[src/rtl/memory_cycle.sv]
// Memory stage of the RV32 pipeline: issues data-memory accesses and loads the M/W register.
// Latency: zero-wait accesses complete in the issuing cycle; M/W outputs update one cycle after completion.
// Backpressure: StallM holds upstream while an access is outstanding or after a sticky fault.
module memory_cycle #(
  parameter int TIMEOUT_CYCLES = 16,
  parameter int CNT_W          = 5
) (
  input  logic        clk,
  input  logic        rst,
  input  logic        RegWriteM,
  input  logic        MemWriteM,
  input  logic        ResultSrcM,
  input  logic [4:0]  RD_M,
  input  logic [31:0] PCPlus4M,
  input  logic [31:0] ALU_ResultM,
  input  logic [31:0] WriteDataM,
  output logic        dmem_req,
  output logic        dmem_we,
  output logic [31:0] dmem_addr,
  output logic [31:0] dmem_wdata,
  input  logic        dmem_ready,
  input  logic [31:0] dmem_rdata,
  output logic        StallM,
  output logic        RegWriteW,
  output logic        ResultSrcW,
  output logic [4:0]  RD_W,
  output logic [31:0] PCPlus4W,
  output logic [31:0] ALU_ResultW,
  output logic [31:0] ReadDataW,
  output logic        FaultW,
  output logic [1:0]  FaultCodeW
);

  typedef enum logic [1:0] {
    IDLE = 2'd0,
    WAIT = 2'd1,
    ERR  = 2'd2
  } state_t;

  localparam logic [1:0] CODE_NONE     = 2'b00;
  localparam logic [1:0] CODE_MISALIGN = 2'b01;
  localparam logic [1:0] CODE_TIMEOUT  = 2'b10;
  localparam logic [CNT_W-1:0] CNT_LAST = CNT_W'(TIMEOUT_CYCLES - 1);

  state_t           state_q;
  logic [CNT_W-1:0] cnt_q;
  logic             reg_write_q, result_src_q, fault_q;
  logic [4:0]       rd_q;
  logic [31:0]      pc_plus4_q, alu_result_q, read_data_q;
  logic [1:0]       fault_code_q;

  logic access;
  logic misaligned;
  logic mw_load_d;
  logic timeout_d;

  assign access     = MemWriteM | ResultSrcM;
  assign misaligned = access & (ALU_ResultM[1:0] != 2'b00);

  // The bus sees the E/M values directly; upstream keeps them stable while stalled.
  assign dmem_addr  = ALU_ResultM;
  assign dmem_wdata = WriteDataM;
  assign dmem_we    = MemWriteM;

  // Request/stall decode: a misaligned access never reaches the bus and holds the pipe.
  always_comb begin
    dmem_req  = 1'b0;
    StallM    = 1'b0;
    mw_load_d = 1'b0;
    timeout_d = 1'b0;
    if (rst) begin
      case (state_q)
        IDLE: begin
          if (misaligned) begin
            StallM = 1'b1;
          end else if (access) begin
            dmem_req  = 1'b1;
            StallM    = ~dmem_ready;
            mw_load_d = dmem_ready;
          end else begin
            mw_load_d = 1'b1;
          end
        end
        WAIT: begin
          dmem_req  = 1'b1;
          StallM    = ~dmem_ready;
          mw_load_d = dmem_ready;
          timeout_d = ~dmem_ready & (cnt_q == CNT_LAST);
        end
        default: begin
          StallM = 1'b1;
        end
      endcase
    end
  end

  // Access FSM with registered M/W and fault outputs; anything not loaded is a bubble.
  always_ff @(posedge clk) begin
    if (!rst) begin
      state_q      <= IDLE;
      cnt_q        <= '0;
      reg_write_q  <= 1'b0;
      result_src_q <= 1'b0;
      rd_q         <= '0;
      pc_plus4_q   <= '0;
      alu_result_q <= '0;
      read_data_q  <= '0;
      fault_q      <= 1'b0;
      fault_code_q <= CODE_NONE;
    end else begin
      if (mw_load_d) begin
        reg_write_q  <= RegWriteM;
        result_src_q <= ResultSrcM;
        rd_q         <= RD_M;
        pc_plus4_q   <= PCPlus4M;
        alu_result_q <= ALU_ResultM;
        read_data_q  <= ResultSrcM ? dmem_rdata : 32'd0;
      end else begin
        reg_write_q  <= 1'b0;
        result_src_q <= 1'b0;
        rd_q         <= '0;
        pc_plus4_q   <= '0;
        alu_result_q <= '0;
        read_data_q  <= '0;
      end

      case (state_q)
        IDLE: begin
          if (misaligned) begin
            state_q      <= ERR;
            fault_q      <= 1'b1;
            fault_code_q <= CODE_MISALIGN;
          end else if (access && !dmem_ready) begin
            state_q <= WAIT;
            cnt_q   <= '0;
          end
        end
        WAIT: begin
          if (dmem_ready) begin
            state_q <= IDLE;
          end else if (timeout_d) begin
            state_q      <= ERR;
            fault_q      <= 1'b1;
            fault_code_q <= CODE_TIMEOUT;
          end else begin
            cnt_q <= cnt_q + 1'b1;
          end
        end
        ERR: begin
          state_q <= ERR;
        end
        default: begin
          state_q <= IDLE;
        end
      endcase
    end
  end

  assign RegWriteW   = reg_write_q;
  assign ResultSrcW  = result_src_q;
  assign RD_W        = rd_q;
  assign PCPlus4W    = pc_plus4_q;
  assign ALU_ResultW = alu_result_q;
  assign ReadDataW   = read_data_q;
  assign FaultW      = fault_q;
  assign FaultCodeW  = fault_code_q;

endmodule

[config.mk]
export PLATFORM = sky130hd
export DESIGN_NAME = memory_cycle
export DESIGN_NICKNAME = d
export VERILOG_FILES = /design/src/rtl/memory_cycle.sv
export SDC_FILE = /design/constraint.sdc
export NUM_CORES = 1
export LEC_CHECK = 0
export BUFFER_PORTS_ARGS = -buffer_cell sky130_fd_sc_hd__buf_2
export CELL_PAD_IN_SITES_DETAIL_PLACEMENT = 1
export CELL_PAD_IN_SITES_GLOBAL_PLACEMENT = 2
export CORE_MARGIN = 4
export CORE_UTILIZATION = 20
export DETAILED_ROUTE_END_ITERATION = 6
export PLACE_DENSITY_LB_ADDON = 0.1
export SYNTH_ARGS = -nofsm -noshare
export SYNTH_HDL_FRONTEND = slang
export SYNTH_SLANG_ARGS = --single-unit
export TNS_END_PERCENT = 100
[constraint.sdc]
create_clock -name clk -period 1.78 [get_ports clk]
set_input_delay 0.178 -clock clk [delete_from_list [all_inputs] [get_ports clk]]
set_output_delay 0.178 -clock clk [all_outputs]
set_load 0.005 [all_outputs]
# After elaboration in Yosys (flattened, before gate mapping)
# Index checks and enable logic that the tools add are counted.
# op_classes
add_sub_neg	1
eq_ne	11
n_mux	31
bitwise	4
n_reduce_logical	10
# ops
op	count
$mux 5	4
$mux 1	14
$mux 2	6
$ne 2x2->1 const B	6
$pmux 5 s2	1
$pmux 1 s2	4
$ne 3x3->1 const B	2
$pmux 2 s3	1
$add 5x1->5 const B	1
$eq 5x4->1 const B	1
$reduce_and 5->1	1
$pmux 2 s2	1
$reduce_and 2->1	2
$reduce_and 4->1	1
$reduce_bool 2->1	2
$reduce_and 3->1	1
$and 1x1->1	2
$eq 2x1->1 const B	1
$eq 2x2->1 const B	1
$logic_not 2->1	1
$logic_and 1x1->1	1
$logic_not 1->1	1
$not 1->1	1
$or 1x1->1	1
# word_totals
reg_bits	113
in_bits	139

# Logic depth before layout (Yosys ltp)
# depth
word_depth	7
mapped_depth	7

# Least setup slack after synthesis
# No wires, ideal clock.
# synth_path
path_type	register -> register
from	reg cnt_q[0]
to	reg cnt_q[4]
setup_ns	0.143
arrival_time_ns	1.375
required_time_ns	1.637
slack_ns	0.261
path_stages_with_launch	8
path_buffers	0
cell_sequence	dfxtp_1 > ha_1 > and3_1 > ha_1 > nand2_1 > nand3_1 > o21ai_0 > o32ai_1
# synth_via
elab_chain_len	6
elab_cells_between_ends	10
# synth_lines
element	line_no	source
from (decl)	46	logic [CNT_W-1:0] cnt_q;
from (signal assigned)	146	cnt_q <= cnt_q + 1'b1;
$eq 5x4->1	88	timeout_d = ~dmem_ready & (cnt_q == CNT_LAST);
$and 1x1->1	88	
$mux 1	72	case (state_q)
$mux 1	71	if (rst) begin
$ne 2x2->1 (no source line)	n/a	
$reduce_and 5->1 (no source line)	n/a	
# Several ways; a longest one is shown, not always the timed one. The select of a mux whose other input is x is not followed.
# A chain may end at the register's enable or synchronous reset.

# Worst setup path in the final report
# layout_path
from	reg state_q[0]
to	out StallM
# layout_via
elab_chain_len	3
elab_cells_between_ends	4
# layout_lines
element	line_no	source
from (decl)	45	state_t state_q;
from (signal assigned)	100	state_q <= IDLE;
from (signal assigned)	130	state_q <= ERR;
from (signal assigned)	134	state_q <= WAIT;
$eq 2x1->1 / $logic_not 2->1 (equally long branches)	72	
$pmux 1 s2 *	72	
$mux 1 *	71	
to (decl)	23	output logic StallM,
# Every way passes the cells marked *; elsewhere a longest branch is shown, timed or not.

==> out/metrics.cfg <==
[setup_path]
end_kind=output pin
startpoint_type=flip-flop
path_class=flip-flop to output pin
crit_required_ns=1.60
critPathMaxStageDelay_ns=0.44
crit_buf_inv=1
path_max_fanout=5
arrival_ns=1.44
crit_path_cell_trace=nor2_2 > a32oi_2 > and2_1 > buf_2
path_delay_family=flip-flops
critPathSlowestCell=dfxtp_1

[yosys]
ys_seq_area_frac=0.5910
synthTopCellsByCount=dfxtp_1, and2_1, buf_4
synth_ff_type=dfxtp_1
avgSynthCellArea_um2=10.97
synth_edf_count=0
netlist_instances=349
yosysWarnings=0
synth.distinct_cells=27
yosysMostFrequentCell=dfxtp_1
netlist_area_um2=3827
yosysTopAreaCell=dfxtp_1
yosys-top-cells-area=dfxtp_1, and2_1, buf_4, buf_6, o21ai_0
postSynth.asyncResetShare=0
synth_top_area_share=0.5910
ys_seq_elements=113
synth.net_count=490

[global_route]
grt_pass1_wl_um=19440
antenna_found_initial=0
grt_use_total=0.1148
grt_pass1_vias=3717
grt_max_degree=66
grt-ovfl-total=0

[timing]
period_share=0.9077
whs_ns=0.02381
period_minus_slack_ns=1.616
hold_viol_final=0
rsz0062_at_grt=no
relSlewSlack=0.8163
fmax_mhz=618.9
setup_viol=0
slew_violations=0
setup_tns_ns=0
finClkSkew_ns=0.008774
worst_pin_slew_ns=0.2749

[cells_and_area]
final_nets=781
syn_to_final_growth_pct=67.90
diodes=0
drive_gt1_frac=0.4380
nFillCells=2158

[route]
firstDrtPassIters=3
ant_nets=0
wl_per_cell_um=13.64
viasPerCell=3.737
first_iter_violations=70
via_count=3315
drt_wl_total_um=12100
route.detailed.drc=0

[clock_tree]
clk_path_buf_depth=2
clkTransAtPathRegs_ns=0.05
htree_levels=4
cts_root_buf=clkbuf_16
cts_tree=yes
cts_buffers=17
cts_sinks=113
clk_latency_ns=0.40
post-cts-setup-buffers=0

[die]
die_h_um=146.3
initial_core_util=0.2039
io_pins=312
dieArea_um2=21410
core_um2=18770
die_w_um=146.3
num_rows=50

[power]
power_leakage_nw=3.214
vdd_ir_drop_max_mv=0.5830
p_per_area_nw_per_um2=1043

[placed_design]
hpwlAfterDp_um=8540
place.gp.congestion=0.6831
numPortBuffers=247

[worst_hold_path]
hp-class=primary input to flip-flop

[run_status]
outcome=finished, final reports clean

[job]
drv_cap=0

## power breakdown
group / total [mW] / internal [mW] / switching [mW]
Sequential: 2.60 / 2.58 / 0.0165
Combinational: 0.511 / 0.326 / 0.185
Clock: 3.59 / 2.38 / 1.21
Total: 6.71 / 5.29 / 1.41
## sequential cells by signal (all words and copies together), names as in the netlist
name,flops
ALU_ResultW,32
FaultCodeW,2
FaultW,1
PCPlus4W,32
RD_W,5
ReadDataW,32
RegWriteW,1
ResultSrcW,1
cnt_q,5
state_q,2
## final cells by class
cell class | count | area [um2] | share of cell area
flip-flops and latches | 113 | 2262 | 0.3520
repair buffers | 349 | 2262 | 0.3520
multi-input cells | 155 | 965.9 | 0.1503
clock buffers | 19 | 442.9 | 0.06893
well taps | 234 | 292.8 | 0.04556
clock inverters | 13 | 185.2 | 0.02882
inverters | 4 | 15.01 | 0.002336
## cells in the final DEF, fill, tap and decap left out, types with 3 or more instances in the layout
master | synthesis | routed
a21oi_1 | 4 | 4
and2_1 | 104 | 104
buf_2 | 2 | 247
bufinv_16 | 0 | 4
clkbuf_16 | 0 | 17
clkinv_2 | 0 | 3
clkinv_4 | 0 | 3
dfxtp_1 | 113 | 113
dlygate4sd3_1 | 0 | 99
inv_1 | 4 | 4
nand2_1 | 9 | 9
nand3_1 | 4 | 4
nor2_1 | 4 | 4
nor2b_1 | 4 | 4
o21ai_0 | 7 | 6
## routing by layer
layer | share of wire | vias to the layer above | wire length (um) | track usage
li1 | - | 1612 | - | -
met1 | 0.40 | 1491 | 4887 | 0.1238
met2 | 0.48 | 179 | 5753 | 0.1919
met3 | 0.099 | 33 | 1200 | 0.05400
met4 | 0.021 | 0 | 257 | 0.05174
met5 | 0 | - | 0 | 0
## final timing paths
kind | start | end | slack, ns | cells after the start
worst min-delay path | ALU_ResultM[20] | ALU_ResultW[20] | 0.02 | 2
worst max-delay path | state_q[0] | StallM | 0.16 | 4
worst min register to register | cnt_q[4] | cnt_q[4] | 0.47 | 2
worst max register to register | cnt_q[0] | cnt_q[2] | 0.17 | 7
## stage by stage
stage | instances | worst slack, ns | utilization | power (mW) | instance area, um2
floorplan | 349 | 0.2613 | - | 2.873 | 3827
global placement | 756 | 0.06463 | 0.2559 | 2.997 | 4803
detailed placement | 756 | 0.01225 | 0.2559 | 2.998 | 4803
CTS | 887 | 0.01114 | 0.3422 | 6.843 | 6422
global route | 887 | 0.01300 | 0.3424 | 7.014 | 6426
finish | 887 | 0.1643 | 0.3424 | 6.705 | 6426
## logic make-up (layout without fill, tap and decap cells)
group | count (synthesis) | after routing | share of synthesized area
simple gates | 133 | 133 | 0.2082
flops | 113 | 113 | 0.5910
buf+inv | 81 | 385 | 0.1576
compound gates | 20 | 20 | 0.03661
fa+ha+maj | 2 | 2 | 0.006537
## what timing repair did
item | in CTS | in global routing
endpoints found under the setup margin | 0 | 6
hold endpoints to repair | 99 | 0
resized for setup | 0 | 2
hold buffers | 99 | 0
Note: power is estimated with default switching activity, not from simulation.
